### config.mk
export PLATFORM = sky130hd
export DESIGN_NAME = jtframe_db15_tx
export DESIGN_NICKNAME = d
export VERILOG_FILES = /design/src/rtl/jtframe_db15_pkg.sv /design/src/rtl/jtframe_sync.sv /design/src/rtl/jtframe_db15_tx.sv
export SDC_FILE = /design/constraint.sdc
export NUM_CORES = 1
export LEC_CHECK = 0
export BUFFER_PORTS_ARGS = -buffer_cell sky130_fd_sc_hd__buf_2
export CORE_MARGIN = 2
export CORE_UTILIZATION = 32
export CTS_BUF_LIST = sky130_fd_sc_hd__clkbuf_16
export DETAILED_ROUTE_END_ITERATION = 12
export GPL_TIMING_DRIVEN = 0
export PLACE_DENSITY_LB_ADDON = 0.2
export SKIP_CTS_REPAIR_TIMING = 1
export SYNTH_ARGS = -nofsm -noshare
export SYNTH_HDL_FRONTEND = slang
export SYNTH_SLANG_ARGS = --single-unit
export TNS_END_PERCENT = 30
### constraint.sdc
create_clock -name clk_sys -period 2 [get_ports clk_sys]
set_input_delay 0.3 -clock clk_sys [delete_from_list [all_inputs] [get_ports clk_sys]]
set_output_delay 0.3 -clock clk_sys [all_outputs]
set_load 0.02 [all_outputs]
### src/rtl/jtframe_db15_pkg.sv
// DB15 adapter shared types: FSM states, word widths, frame bit mapping.
// Latency: n/a (types and a pure function only).
// Backpressure: n/a.
package jtframe_db15_pkg;

  localparam int JOYW   = 12;
  localparam int FRAMEW = 2 * JOYW;

  typedef enum logic [1:0] {
    IDLE  = 2'd0,
    LOAD  = 2'd1,
    SHIFT = 2'd2,
    DONE  = 2'd3
  } state_t;

  // Bit k of the result is the k-th bit presented on the wire (k=0 first).
  // Player 1 goes out first, then player 2, both inverted to active-low.
  function automatic logic [FRAMEW-1:0] frame_word(
    input logic [JOYW-1:0] joy1,
    input logic [JOYW-1:0] joy2
  );
    frame_word = ~{joy2, joy1};
  endfunction

endpackage

### src/rtl/jtframe_sync.sv
// Multi-flop synchronizer for asynchronous single-bit strobes, W bits wide.
// Latency: DEPTH clk_sys cycles from pin to dout.
// Backpressure: none; samples every cycle.
module jtframe_sync #(
  parameter int             DEPTH   = 2,
  parameter int             W       = 2,
  parameter logic [W-1:0]   RST_VAL = '0
) (
  input  logic         clk_sys,
  input  logic         rst_n,
  input  logic [W-1:0] din,
  output logic [W-1:0] dout
);

  logic [DEPTH-1:0][W-1:0] chain;

  // Shift the raw pins through DEPTH flops; reset to the idle pin levels
  // so no false edge is seen right after reset release.
  always_ff @(posedge clk_sys or negedge rst_n) begin
    if (!rst_n) begin
      chain <= {DEPTH{RST_VAL}};
    end else begin
      chain <= {chain[DEPTH-2:0], din};
    end
  end

  assign dout = chain[DEPTH-1];

endmodule

### src/rtl/jtframe_db15_tx.sv
// DB15 joystick adapter emulation: parallel button words out as an active-low serial frame.
// Latency: JOY_DATA moves SYNC_STAGES+1 clk_sys cycles after a JOY_CLK rise / JOY_LOAD fall at the pin.
// Backpressure: none; the reader paces the frame with JOY_LOAD/JOY_CLK.
module jtframe_db15_tx
  import jtframe_db15_pkg::*;
#(
  parameter int SYNC_STAGES = 2,
  parameter int TIMEOUT     = 960000
) (
  input  logic            clk_sys,
  input  logic            rst_n,
  input  logic [JOYW-1:0] joystick1,
  input  logic [JOYW-1:0] joystick2,
  input  logic            JOY_LOAD,
  input  logic            JOY_CLK,
  output logic            JOY_DATA,
  output logic            frame_done,
  output logic            link_ok
);

  localparam logic [19:0] WD_MAX   = 20'(TIMEOUT);
  localparam logic [4:0]  LAST_IDX = 5'(FRAMEW - 1);

  logic              ld_s, ck_s;
  logic              ld_q, ck_q;
  logic              ld_fall, ld_rise, ck_rise;
  state_t            state;
  logic [FRAMEW-1:0] sreg;
  logic [4:0]        cnt;
  logic [19:0]       wd_cnt;
  logic              load_seen;

  jtframe_sync #(
    .DEPTH   (SYNC_STAGES),
    .W       (2),
    .RST_VAL (2'b10)
  ) u_sync (
    .clk_sys (clk_sys),
    .rst_n   (rst_n),
    .din     ({JOY_LOAD, JOY_CLK}),
    .dout    ({ld_s, ck_s})
  );

  // Previous synced levels, for edge detection.
  always_ff @(posedge clk_sys or negedge rst_n) begin
    if (!rst_n) begin
      ld_q <= 1'b1;
      ck_q <= 1'b0;
    end else begin
      ld_q <= ld_s;
      ck_q <= ck_s;
    end
  end

  assign ld_fall = ld_q & ~ld_s;
  assign ld_rise = ~ld_q & ld_s;
  assign ck_rise = ~ck_q & ck_s;

  // Frame FSM: load dominates everything; otherwise shift on JOY_CLK rises,
  // feeding 1s (released) in behind the frame.
  always_ff @(posedge clk_sys or negedge rst_n) begin
    if (!rst_n) begin
      state      <= IDLE;
      sreg       <= '1;
      cnt        <= '0;
      frame_done <= 1'b0;
    end else begin
      frame_done <= 1'b0;
      if (!ld_s) begin
        state <= LOAD;
        sreg  <= frame_word(joystick1, joystick2);
        cnt   <= '0;
      end else begin
        case (state)
          LOAD: begin
            // Register freezes from here until the next load.
            if (ld_rise) state <= SHIFT;
          end
          SHIFT: begin
            if (ck_rise) begin
              sreg <= {1'b1, sreg[FRAMEW-1:1]};
              cnt  <= cnt + 5'd1;
              if (cnt == LAST_IDX - 5'd1) begin
                state      <= DONE;
                frame_done <= 1'b1;
              end
            end
          end
          default: begin
            // IDLE and DONE: keep shifting out released bits, count held.
            if (ck_rise) sreg <= {1'b1, sreg[FRAMEW-1:1]};
          end
        endcase
      end
    end
  end

  assign JOY_DATA = sreg[0];

  // Link watchdog: cleared by each load strobe, saturates at WD_MAX.
  always_ff @(posedge clk_sys or negedge rst_n) begin
    if (!rst_n) begin
      wd_cnt    <= WD_MAX;
      load_seen <= 1'b0;
    end else if (ld_fall) begin
      wd_cnt    <= '0;
      load_seen <= 1'b1;
    end else if (wd_cnt < WD_MAX) begin
      wd_cnt <= wd_cnt + 20'd1;
    end
  end

  assign link_ok = load_seen & (wd_cnt < WD_MAX);

endmodule

# [After elaboration in Yosys (flattened, before gate mapping)]
# Index checks and enable logic that the tools add are counted.
[totals] mem_bits_rw=0 rom_bits=0 memories=0 register_bits=59 in_bits=28 latch_bits=0
[classes] muxes=17 n_eq_ne=10 div=0 n_mul=0 n_lt_le_gt_ge=1 bitwise=8 addsub=2 shifts=0 n_reduce_logical=4
[ops] cell="2-to-1 mux 24 bit" n=3
[ops] cell="2-to-1 mux 20 bit" n=2
[ops] cell="NOT 24 bit" n=1
[ops] cell="adder 20 x 1 -> 20 bit (second input constant)" n=1
[ops] cell="less-than comparator 20 bit (second input constant)" n=1
[ops] cell="2-to-1 mux 5 bit" n=3
[ops] cell="inequality test 3 bit (second input constant)" n=4
[ops] cell="2-to-1 mux 2 bit" n=4
[ops] cell="inequality test 2 bit (second input constant)" n=3
[ops] cell="adder 5 x 1 -> 5 bit (second input constant)" n=1
[ops] cell="== test 5 bit (second input constant)" n=1
[ops] cell="bitwise AND 1 bit" n=4
[ops] cell="2-to-1 mux 1 bit" n=4
[ops] cell="one-hot mux 2 bit (2 select lines)" n=1
[ops] cell="AND reduction 2 bit" n=2
[ops] cell="AND reduction 4 bit" n=1
[ops] cell="NOT 1 bit" n=3
[ops] cell="== test 2 x 1 -> 1 bit (second input constant)" n=1
[ops] cell="== test 2 bit (second input constant)" n=1
[ops] cell="nonzero test 2 bit" n=1

# [Depth between registers and ports, before layout]
[depth] word_depth=5 depth_mapped=7

# [By module]
# A second synthesis with hierarchy kept.
[unflattened] hier_cells=301 area_unflattened_um2=2825.2
[by_module_without_submodules] mod="jtframe_db15_tx" cells_each=295 instances=1 area_each_um2=2707.6
[by_module_without_submodules] mod="jtframe_sync" cells_each=6 instances=1 area_each_um2=117.6

# [Worst setup path after synthesis]
# No wires, ideal clock.
[synth_path] kind="register to output" start="reg wd_cnt[14]" end="out link_ok" t_required_ns=1.700 arrival_ns=1.358 stages_incl_launch_ff=6 slack_ns=0.342 cell_sequence="dfrtp_1 -> nor4_2 -> a22o_2 -> buf_6 -> nor2_4 -> nor2b_1"
[synth_between] elab_chain_len=2
[synth_lines] item="start: declaration" line_no="jtframe_db15_tx.sv:30" text="logic [19:0] wd_cnt;"
[synth_lines] item="start signal: assignment" line_no="jtframe_db15_tx.sv:109" text="wd_cnt <= wd_cnt + 20'd1;"
[synth_lines] item="less-than comparator 20 bit" line_no="jtframe_db15_tx.sv:113" text="assign link_ok = load_seen & (wd_cnt < WD_MAX);"
[synth_lines] item="bitwise AND 1 bit" line_no="jtframe_db15_tx.sv:113"
[synth_lines] item="end: declaration" line_no="jtframe_db15_tx.sv:18" text="output logic link_ok"
# No other way between the ends.

# [Worst setup path in the final report]
[layout_path] start="reg wd_cnt[9]" end="out link_ok"
# The elaborated chain is that of the path after synthesis.

==> summary.txt <==
Status
  • Outcome: complete, but fails checks
  • Failing checks: negative setup slack

Timing
  • Transition time at the pin with the least slew margin: between 0.7 and 0.8 ns
  • Max transition margin: 51.0%
  • Setup TNS: -0.00970 ns
  • Total count of hold-check failures in the final report: 0
  • Achievable Freq: 498 MHz
  • Minimum hold slack: 0.0382 ns
  • Final number of max-transition violations: 0
  • Unrepaired setup endpoints after global routing: yes
  • Final critical delay including setup and external delays: around 2.0 ns
  • Post-Route Skew: just under 0.006 ns
  • Post-route fraction of the period consumed by the critical path: 100%
  • Worst-case setup margin in the final layout: -0.00970 ns
  • Setup violations, final: 1

Floorplan
  • Area of the core region: roughly 8700 um^2
  • Horiz. Die Dim: 98.4 um
  • DIE AREA: 9690 um^2
  • Total number of placement rows: 34
  • Die height: around 100 um
  • I/O pin cnt: 31
  • Starting density of the core: 32.9%

Placement
  • Routability cong.: roughly 0.7
  • Buffers added on ports: 30
  • Post-placement setup slack: roughly 0.19 ns
  • Estimated wirelength of the detail-placed design: around 3.6 mm
  • Placed cell areas: about 3100 um^2
  • Placed cells: approximately 380

Cells and area
  • Layout Area Growth over Synthesis: 23.2%
  • Proportion of layout cells with a drive suffix above 1: around a third
  • Cell area after layout: 3520 um^2
  • Commonest cells after routing, fill and taps aside: sky130_fd_sc_hd__mux2i_1 (47), sky130_fd_sc_hd__dfstp_2 (34), sky130_fd_sc_hd__buf_2 (32)
  • Total inserted antenna cells: 0
  • Fin util: between 40% and 50%
  • Count of nets after finishing: 320
  • Final standard cell count with taps included and fillers excluded: 400
  • Commonest non-fill, non-tap cell in the layout: sky130_fd_sc_hd__mux2i_1

Critical path
  • Critical register-to-register path startpoint: wd_cnt[11]$_DFFE_PN0P_
  • Arrival time reported for the critical path endpoint: roughly 1.7 ns
  • Slowest cell on the critical path: sky130_fd_sc_hd__dfstp_2
  • Crit path launch type: register
  • Flop-to-flop setup slack: 0.15 ns
  • Critical path start-end classification: register to primary output
  • Register-to-Register Path Depth: 7
  • Maximum fanout along the worst path: 8
  • Critical path cell sequence: nand2_1 > a22o_2 > buf_6 > nor2_4 > nor2b_1 > buf_4
  • Worst setup path startpoint: wd_cnt[9]$_DFFE_PN1P_
  • Sort of element at the end of the critical path: primary output
  • Largest stage delay, worst path: around 0.57 ns
  • Worst path required time: around 1.7 ns
  • Worst flop-to-flop path endpoint: wd_cnt[7]$_DFFE_PN0P_

Yosys
  • Post-synth net total: roughly 270
  • Area share of the leading cell type in the synthesized netlist: between 30% and 40%
  • Biggest area consumer among synthesized cells: sky130_fd_sc_hd__dfstp_2
  • Seq cells post-synth: 59
  • Cell count after synthesis: ~240
  • Cells taking the most area after synthesis: sky130_fd_sc_hd__dfstp_2 (31%), sky130_fd_sc_hd__dfrtp_1 (22%), sky130_fd_sc_hd__mux2i_1 (16%), sky130_fd_sc_hd__xor2_1 (2.8%), sky130_fd_sc_hd__ha_1 (2.2%)
  • Cell area after technology mapping: roughly 2900 um^2
  • Simple-gate share of the synthesized area: between 10% and 20%
  • Avg Inst Size Synth: 11.8 um^2
  • Total number of yosys warnings: 0
  • Area fraction in compound gates after synthesis: roughly 8.6%
  • Post-Synth XOR/XNOR Area: 3.99%
  • Largest family of logic cells by synthesized area: multiplexers
  • Share of synthesized area occupied by flip-flops and latches: roughly 53%
  • Mux cell area share after synthesis: ~16%
  • Adder-cell share of the synthesized area: approximately 2.2%
  • Post-synthesis cell type count: 40

Route
  • Per-cell via count in the routed design: 4.86
  • Detailed-route wire length: ~5.5 mm
  • Drt wl/cell: 13.7 um
  • Routed Antenna Nets: 0
  • First DRT Iteration DRCs: 63
  • Number of DRC violations after detailed routing: 0
  • Total number of vias: between 1500 and 2000
  • Pre-antenna DRT Iters: 4

Clock tree
  • Clock slew at reported path FFs: around 0.06 ns
  • Cell chosen for the clock root: sky130_fd_sc_hd__clkbuf_16
  • Maximum clock path buffer count: 2
  • Clock latency at the later pin of the worst-skew pair: around 0.32 ns
  • TritonCTS buffer count: 9
  • Number of sinks driven by the clock tree: between 50 and 60
  • Clock H-tree levels: 3
  • CTS tree: done

Global routing
  • Remaining Overflow, GRT: 0
  • Vias in the first global route: roughly 2000
  • Number of antenna violations at the first check in global routing: 0
  • First-pass GRT wire length: around 9.3 mm
  • GRT Overall Usage: approximately 12%
  • Maximum number of pins on one net before global-route repair: 60

Power and ir drop
  • Areal power density over the cells: roughly 1100 nW/um^2
  • Leakage power: approximately 1.5 nW
  • Worst ir drop on vdd: between 400 and 500 uV
  • Overall power: 3.70 mW

Hold path
  • Class of the most critical hold timing path: input port to async pin

Run
  • # Max-Cap Violations: 0
==> power breakdown <==
group / switching (mW) / internal, mW
clock: 0.546 / 1.16
combinational: 0.261 / 0.231
sequential: 0.0846 / 1.41
==> final cells by class <==
| type | instances | area, um^2 |
|---|---|---|
| multi-input cells | 162 | 1250 |
| flip-flops and latches | 59 | 1520 |
| well taps | 108 | 135 |
| clock buffers | 10 | 250 |
| clock inverters | 6 | 85.1 |
| inverters | 7 | 26.3 |
| fillers | 863 | 5160 |
| plain buffers | 13 | 61.3 |
| repair buffers | 35 | 193 |
==> logic make-up (layout without fill, tap and decap cells) <==
logic type	Yosys count	count (layout)
compound gates	33	33
xor+xnor	13	13
fa+ha+maj	5	5
buf+inv	20	71
flops	59	59
mux	47	47
simple gates	64	64
==> synth_stat cells <==
cell	number
sky130_fd_sc_hd__dfstp_2	34
sky130_fd_sc_hd__nor4_2	1
sky130_fd_sc_hd__mux2i_1	47
sky130_fd_sc_hd__inv_1	7
sky130_fd_sc_hd__or4_1	4
sky130_fd_sc_hd__nand4_1	4
sky130_fd_sc_hd__buf_2	4
sky130_fd_sc_hd__nand2b_1	3
sky130_fd_sc_hd__a22o_2	1
sky130_fd_sc_hd__o2111ai_1	4
sky130_fd_sc_hd__o31ai_1	1
sky130_fd_sc_hd__a21boi_0	1
sky130_fd_sc_hd__xnor2_1	4
sky130_fd_sc_hd__buf_1	1
sky130_fd_sc_hd__nor2b_1	4
sky130_fd_sc_hd__clkbuf_1	7
sky130_fd_sc_hd__nor3b_1	1
sky130_fd_sc_hd__nand2_1	12
sky130_fd_sc_hd__nor3_1	1
sky130_fd_sc_hd__ha_1	5
sky130_fd_sc_hd__or3_1	3
sky130_fd_sc_hd__and3_1	3
sky130_fd_sc_hd__a31oi_1	2
sky130_fd_sc_hd__dfrtp_1	25
sky130_fd_sc_hd__o211ai_4	1
sky130_fd_sc_hd__a211o_1	1
sky130_fd_sc_hd__a21oi_1	4
sky130_fd_sc_hd__o211ai_2	1
sky130_fd_sc_hd__o311ai_0	1
sky130_fd_sc_hd__nor2_1	12
sky130_fd_sc_hd__and3b_1	1
sky130_fd_sc_hd__buf_6	1
sky130_fd_sc_hd__o211ai_1	7
sky130_fd_sc_hd__and4_2	1
sky130_fd_sc_hd__o21ai_0	8
sky130_fd_sc_hd__o41ai_1	1
sky130_fd_sc_hd__xor2_1	9
sky130_fd_sc_hd__nand3_1	7
sky130_fd_sc_hd__nor2_4	1
sky130_fd_sc_hd__and2_1	6
==> worst max-delay path: cells and delay by family, from the launching register on <==
family                 cells  cell delay (ns)
and+or+nand+nor            3             0.25
AOI/OAI and AO/OA          1             0.28
buffers and inverters      2             0.29
DFF                        1             0.57
==> metal layers <==
layer / wire length [um] / track usage [%] / share of wire [%] / up-vias
li1: - / - / - / 956
met1: 2620 / 15.4 / 48 / 947
met2: 2580 / 19.1 / 47 / 30
met3: 208 / 4.33 / 3.8 / 9
met4: 83 / 4.43 / 1.5 / 0
met5: 0 / 0 / 0 / -
==> state kept, by name (all words and copies together) (netlist names) <==
name,count
wd_cnt,20
ck_q,1
load_seen,1
state,2
cnt,5
frame_done,1
u_sync.chain,2
ld_q,1
sreg,24
u_sync.dout,2
==> how the worst max path moves through the flow <==
stage	end	slack, ns	cells after the start
2_1_floorplan	link_ok	0.34	5
3_3_place_gp	wd_cnt[14]$_DFFE_PN0P_	0.21	5
3_5_place_dp	wd_cnt[13]$_DFFE_PN1P_	0.19	5
4_1_cts	link_ok	-0.07	6
5_1_grt	link_ok	-0.12	6
6_report	link_ok	-0.01	6
Note: power is estimated with default switching activity, not from simulation.
